<file path="config.mk">
export PLATFORM = sky130hd
export DESIGN_NAME = gen_1101_tx
export DESIGN_NICKNAME = d
export VERILOG_FILES = /design/src/rtl/gen_1101_tx.sv
export SDC_FILE = /design/constraint.sdc
export NUM_CORES = 1
export LEC_CHECK = 0
export ABC_AREA = 1
export CORE_ASPECT_RATIO = 2
export CORE_UTILIZATION = 41
export CTS_BUF_LIST = sky130_fd_sc_hd__clkbuf_4 sky130_fd_sc_hd__clkbuf_8
export CTS_CLUSTER_DIAMETER = 80
export CTS_CLUSTER_SIZE = 12
export DETAILED_ROUTE_END_ITERATION = 7
export PLACE_DENSITY = 0.7
export SLEW_MARGIN = 10
export SYNTH_ARGS = -nofsm -noshare
export SYNTH_HDL_FRONTEND = slang
export SYNTH_SLANG_ARGS = --single-unit
</file>
<file path="constraint.sdc">
create_clock -name clk -period 1.7 [get_ports clk]
set_clock_uncertainty 0.05 [all_clocks]
set_input_delay 0.17 -clock clk [delete_from_list [all_inputs] [get_ports clk]]
set_output_delay 0.17 -clock clk [all_outputs]
set_load 0.02 [all_outputs]
</file>
<file path="src/rtl/gen_1101_tx.sv">
// Serial frame transmitter: 1101 marker, payload MSB-first, then GAP_BITS guard zeros.
// First marker bit on dout the cycle after load&&ready; ready stays low for the whole frame, and load is not queued.
module gen_1101_tx #(
   parameter int DATA_W   = 8,
   parameter int GAP_BITS = 2
) (
   input  logic              clk,
   input  logic              rst_n,
   input  logic [DATA_W-1:0] data_in,
   input  logic              load,
   output logic              ready,
   output logic              dout,
   output logic              dout_en,
   output logic              frame_done
);

   localparam int DCW = $clog2(DATA_W + 1);
   localparam int GCW = $clog2(GAP_BITS + 1);
   localparam logic [DCW-1:0] DATA_LAST = DCW'(DATA_W - 1);
   localparam logic [GCW-1:0] GAP_LAST  = GCW'(GAP_BITS - 1);
   localparam logic [3:0]     MARKER    = 4'b1101;

   typedef enum logic [1:0] {IDLE, SYNC, DATA, GAP} state_t;

   state_t            state, state_nxt;
   logic [1:0]        sync_cnt, sync_nxt;
   logic [DCW-1:0]    data_cnt, data_nxt;
   logic [GCW-1:0]    gap_cnt, gap_nxt;
   logic [DATA_W-1:0] shreg, sh_nxt;
   logic              dout_nxt, en_nxt, fd_nxt;

   always_ff @(posedge clk or negedge rst_n) begin
      if (!rst_n) begin
         state      <= IDLE;
         sync_cnt   <= '0;
         data_cnt   <= '0;
         gap_cnt    <= '0;
         shreg      <= '0;
         dout       <= 1'b0;
         dout_en    <= 1'b0;
         frame_done <= 1'b0;
      end else begin
         state      <= state_nxt;
         sync_cnt   <= sync_nxt;
         data_cnt   <= data_nxt;
         gap_cnt    <= gap_nxt;
         shreg      <= sh_nxt;
         dout       <= dout_nxt;
         dout_en    <= en_nxt;
         frame_done <= fd_nxt;
      end
   end

   // Outputs are registered, so they are derived from the next state and next counters.
   always_comb begin
      state_nxt = state;
      sync_nxt  = sync_cnt;
      data_nxt  = data_cnt;
      gap_nxt   = gap_cnt;
      sh_nxt    = shreg;
      dout_nxt  = 1'b0;
      en_nxt    = 1'b0;
      fd_nxt    = 1'b0;

      case (state)
         IDLE: begin
            if (load) begin
               state_nxt = SYNC;
               sync_nxt  = '0;
               sh_nxt    = data_in;
            end
         end
         SYNC: begin
            if (sync_cnt == 2'd3) begin
               state_nxt = DATA;
               data_nxt  = '0;
            end else begin
               sync_nxt = sync_cnt + 2'd1;
            end
         end
         DATA: begin
            if (data_cnt == DATA_LAST) begin
               state_nxt = GAP;
               gap_nxt   = '0;
            end else begin
               data_nxt = data_cnt + 1'b1;
               sh_nxt   = shreg << 1;
            end
         end
         GAP: begin
            if (gap_cnt == GAP_LAST) begin
               state_nxt = IDLE;
            end else begin
               gap_nxt = gap_cnt + 1'b1;
            end
         end
         default: begin
            state_nxt = IDLE;
            sync_nxt  = '0;
            data_nxt  = '0;
            gap_nxt   = '0;
            sh_nxt    = '0;
         end
      endcase

      case (state_nxt)
         SYNC: begin
            dout_nxt = MARKER[2'd3 - sync_nxt];
            en_nxt   = 1'b1;
         end
         DATA: begin
            dout_nxt = sh_nxt[DATA_W-1];
            en_nxt   = 1'b1;
            fd_nxt   = (data_nxt == DATA_LAST);
         end
         default: begin
            dout_nxt = 1'b0;
            en_nxt   = 1'b0;
            fd_nxt   = 1'b0;
         end
      endcase
   end

   assign ready = (state == IDLE);

endmodule

</file>
## After elaboration in Yosys (flattened, before gate mapping)

Index checks and enable logic that the tools add are counted.

- Register bits: 21
- Output and inout bits: 4
- Logic and storage cells: 55

- $add $sub $neg: 4
- Magnitude comparators: 1
- Equality and inequality tests: 13
- Multiplexer cells: 22
- Reductions and logical operators: 6

Operator list:

| cell | number |
|---|---|
| 2-bit 2-to-1 mux | 8 |
| 8-bit 2-to-1 mux | 2 |
| 8-bit case mux with 2 select lines | 1 |
| 2-bit equality test (second input constant) | 4 |
| 4-bit by 3-bit equality test with 1-bit output (second input constant) | 2 |
| 4-bit 2-to-1 mux | 2 |
| 2-bit inequality test (second input constant) | 4 |
| 2-bit case mux with 2 select lines | 2 |
| 2-bit case mux with 4 select lines | 1 |
| 4-bit case mux with 2 select lines | 1 |
| 2-bit by 1-bit equality test with 1-bit output (second input constant) | 3 |
| 3-bit AND reduction | 2 |
| 2-bit by 1-bit adder with 2-bit output (second input constant) | 2 |
| 4-bit by 1-bit adder with 4-bit output (second input constant) | 1 |
| 2-bit nonzero test | 2 |
| 2-bit by 3-bit less-than comparator with 1-bit output (second input constant) | 1 |
| 1-bit 2-to-1 mux | 3 |
| 1-bit binary-select mux with 2-bit select | 1 |
| 2-bit zero test | 1 |
| 1-bit case mux with 2 select lines | 1 |
| 2-bit OR reduction | 1 |
| 2-bit subtractor (first input constant) | 1 |

## Depth between registers and ports, before layout

- Depth in word-level cells: 7
- Depth in mapped cells: 12
- Gate-level depth less buffers: 12

## Least setup slack after synthesis

Ideal clock, no wire load.

- Kind: reg2reg
- From: register state[0]
- To: register frame_done
- Data arrival time: 1.684 ns
- Required time: 1.536 ns
- Slack: -0.148 ns
- Stages on the path, launching flop included: 12
- Path buffers: 0
- Cell sequence: dfrtp_1 -> inv_1 -> ha_1 -> nand4_2 -> o211ai_1 -> nor2_1 -> nor2_1 -> inv_1 -> ha_1 -> a21boi_0 -> nand2_1 -> nor2_1

- Word-level cells in the longest chain between the ends: 4

Ends and longest elaborated chain:

| item | line | RTL |
|---|---|---|
| from (decl) | 25 | `state_t state, state_nxt;` |
| from (signal assigned) | 43 | `state <= state_nxt;` |
| 2-bit equality test, or another cell as far along | 65 | `case (state)` |
| 2-bit case mux with 4 select lines * | 65 |  |
| net state_nxt[0] | 25 |  |
| 2-bit equality test * | 106 | `case (state_nxt)` |
| 1-bit 2-to-1 mux * | 106 |  |
| net fd_nxt | 30 | `logic dout_nxt, en_nxt, fd_nxt;` |
| to (signal assigned) | 50 | `frame_done <= fd_nxt;` |
| to (decl) | 14 | `output logic frame_done` |

The timed path passes the listed nets; every way through them passes the cells marked *.
A chain may end at the register's enable or synchronous reset.

## Worst setup path in the final report

Ends and elaborated chain as after synthesis.

==> results.ini <==
[route]
wl_um = 2910
via_per_inst = 5.15
wire_per_inst_um = 13.8
dr_total_vias = 1082
ant_nets = 0
drc_errors = 0
firstDrtPassIters = 4
drt_iter0_drc = 34

[sta]
tightest_slew_ns = 0.317
hold_violations = 0
rsz0062_at_grt = yes
max_freq_mhz = 551
setup_ws_ns = -0.115
final_max_slew_viol_count = 0
setup_viol = 3
fin_crit_ns = 1.81
min_period_over_period_pct = 107
relSlewSlack_pct = 78.8

[critical_path]
critical_path_class = reg2reg
worstPathMaxFanout = 5
cp-start-kind = register
worstPathRequired_ns = 1.80
worstPathArrival_ns = 1.92
end_kind = register

[pwr]
peakVddDrop_mv = 1.21
p_per_area_nw_per_um2 = 2040
leakage_nw = 0.789

[floorplan]
io_pins = 15
start_util_pct = 44.1
die-area_um2 = 3030
row_count = 26
die_w_um = 39.4
die_h_um = 76.9
coreArea_um2 = 2600

[grt]
gr-total-overflow = 0
grt.total_usage_pct = 22.1
grt_pass1_vias = 1117
grt_pass1_wl_um = 4650
grt_max_degree = 22
antenna_found_initial = 0

[clock_tree]
clk_path_buf_depth = 2
cts-buffers-inserted = 3
cts_sinks = 21
cts_tree = built
h-tree-depth = 1
clock_latency_ns = 0.26
clkTransAtPathRegs_ns = 0.07
clock-root-buffer = clkbuf_8
cts_hold_buf = 0

[synth]
synth_cells = 142
synth_warnings = 0
yosys_register_bits = 21
syn_area_per_cell_um2 = 8.09
yosysSeqAreaShare_pct = 45.8
syn-cell-area_um2 = 1150
syn_nets = 161
synth.distinct_cells = 19

[finish]
drive_gt1_share_pct = 34.6
syn_to_final_growth_pct = 46.2
final_nets = 202
utilization_pct = 64.5
antenna_cells = 0
design_area_um2 = 1680

[place]
placed_area_um2 = 1470
place_congestion = 0.951
dp.final_hpwl_um = 2070
io_buffers = 14

[hold_path]
hold_path_class = in2async

[status]
violations = negative setup slack
outcome = finished, violations left

[flow_run]
cap_violations = 0

-- area by class of cell --
class | count | area (µm²)
Multi-Input combinational cell | 101 | 674
Fill cell | 232 | 923
Timing Repair Buffer | 35 | 304
Clock buffer | 4 | 48.8
Sequential cell | 21 | 528
Tap cell | 28 | 35.0
Inverter | 21 | 88.8
-- state kept, by name (all words and copies together), names as in the netlist --
signal,cells
dout,1
shreg,8
sync_cnt,2
data_cnt,4
gap_cnt,2
dout_en,1
frame_done,1
state,2
-- metal layers --
metal	track usage [%]	wire length, µm
met5	0	0
met4	10.0	87
met3	3.18	91
met2	40.7	1730
met1	21.5	996
-- logic make-up (layout without fill, tap and decap cells) --
| logic type | Yosys count | after routing | synth area share (%) |
|---|---|---|---|
| XOR/XNOR | 1 | 1 | 0.763 |
| buffers and inverters | 21 | 60 | 6.86 |
| AO/OA/AOI/OAI | 30 | 30 | 14.9 |
| adder cells (fa/ha/maj) | 8 | 8 | 8.71 |
| AND/OR/NAND/NOR | 61 | 62 | 23.0 |
| flip-flops | 21 | 21 | 45.8 |
-- final timing paths --
kind	slack, ns	to	cells after the start	startpoint
worst max-delay path	-0.11	frame_done$_DFF_PN0_	10	state[0]$_DFF_PN0_
worst min-delay path	0.20	sync_cnt[0]$_DFF_PN0_	2	rst_n
worst max register to register	-0.11	frame_done$_DFF_PN0_	10	state[0]$_DFF_PN0_
worst min register to register	0.46	shreg[7]$_DFF_PN0_	2	shreg[7]$_DFF_PN0_
max in group asynchronous	1.16	state[0]$_DFF_PN0_	2	rst_n
min in group clk	0.44	shreg[0]$_DFFE_PN0P_	3	data_in[0]
-- synth_stat cells (all sizes together) --
library cell | number | area share (%)
nand2 | 37 | 13
dfrtp | 21 | 46
inv | 21 | 6.9
nor2 | 18 | 6.5
a21oi | 17 | 7.7
ha | 8 | 8.7
o21ai | 7 | 3.4
nand3 | 5 | 2.2
o211ai | 3 | 2.0
a21boi | 1 | 0.65
a31oi | 1 | 0.55
nand4 | 1 | 1.1
o21a | 1 | 0.65
xor2 | 1 | 0.76
-- what timing repair did --
action | in CTS | in global routing
setup buffers | 4 | 1
cloned | 0 | 1
resized for setup | 18 | 17
endpoints found under the hold margin | 0 | 0
setup endpoints to repair | 4 | 11
pin swaps | 9 | 3
-- layout by cell type (no fill, tap or decap) --
master	Yosys	final
a21boi_2	0	1
a21oi_1	16	14
a21oi_2	1	3
a31oi_4	0	1
buf_4	0	18
buf_6	0	3
clkbuf_2	0	1
clkbuf_4	0	1
clkbuf_8	0	3
clkdlybuf4s50_1	0	13
dfrtp_1	21	19
dfrtp_2	0	2
ha_1	8	2
ha_2	0	2
ha_4	0	4
inv_1	18	13
inv_2	3	4
inv_4	0	4
nand2_1	32	30
nand2_2	5	7
nand2_4	0	1
nand3_1	5	5
nand4_4	0	1
nor2_1	17	13
nor2_2	0	2
nor2_4	1	3
o211ai_1	3	3
o21a_1	1	1
o21ai_0	6	5
o21ai_2	1	2
xor2_1	1	1
-- through the flow --
| stage | std cells | setup WS (ns) | hold WS (ns) | setup TNS [ns] | power (mW) |
|---|---|---|---|---|---|
| finish | 210 | -0.115 | 0.202 | -0.242 | 3.43 |
| global placement | 200 | -0.101 | 0.427 | -0.238 | 2.55 |
| floorplan | 142 | -0.0472 | -0.176 | -0.0680 | 1.99 |
| detailed placement | 200 | -0.235 | 0.434 | -0.550 | 2.64 |
| global route | 210 | -0.211 | 0.235 | -0.516 | 3.73 |
| CTS | 208 | -0.0645 | 0.218 | -0.149 | 3.25 |
-- where the power goes --
part / switching [mW] / internal (mW)
combinational: 1.24 / 0.992
clock: 0.154 / 0.183
sequential: 0.150 / 0.719
-- worst max-delay path, cell delays in order (launching register included) --
cell and delay, ns:
dfrtp_2 0.47, inv_2 0.11, ha_2 0.24, buf_4 0.15, nor2_1 0.05, nor2_1 0.16
inv_2 0.07, ha_4 0.16, a21boi_2 0.14, nand2_1 0.07, nor2_1 0.04
Note: power is estimated with default switching activity, not from simulation.
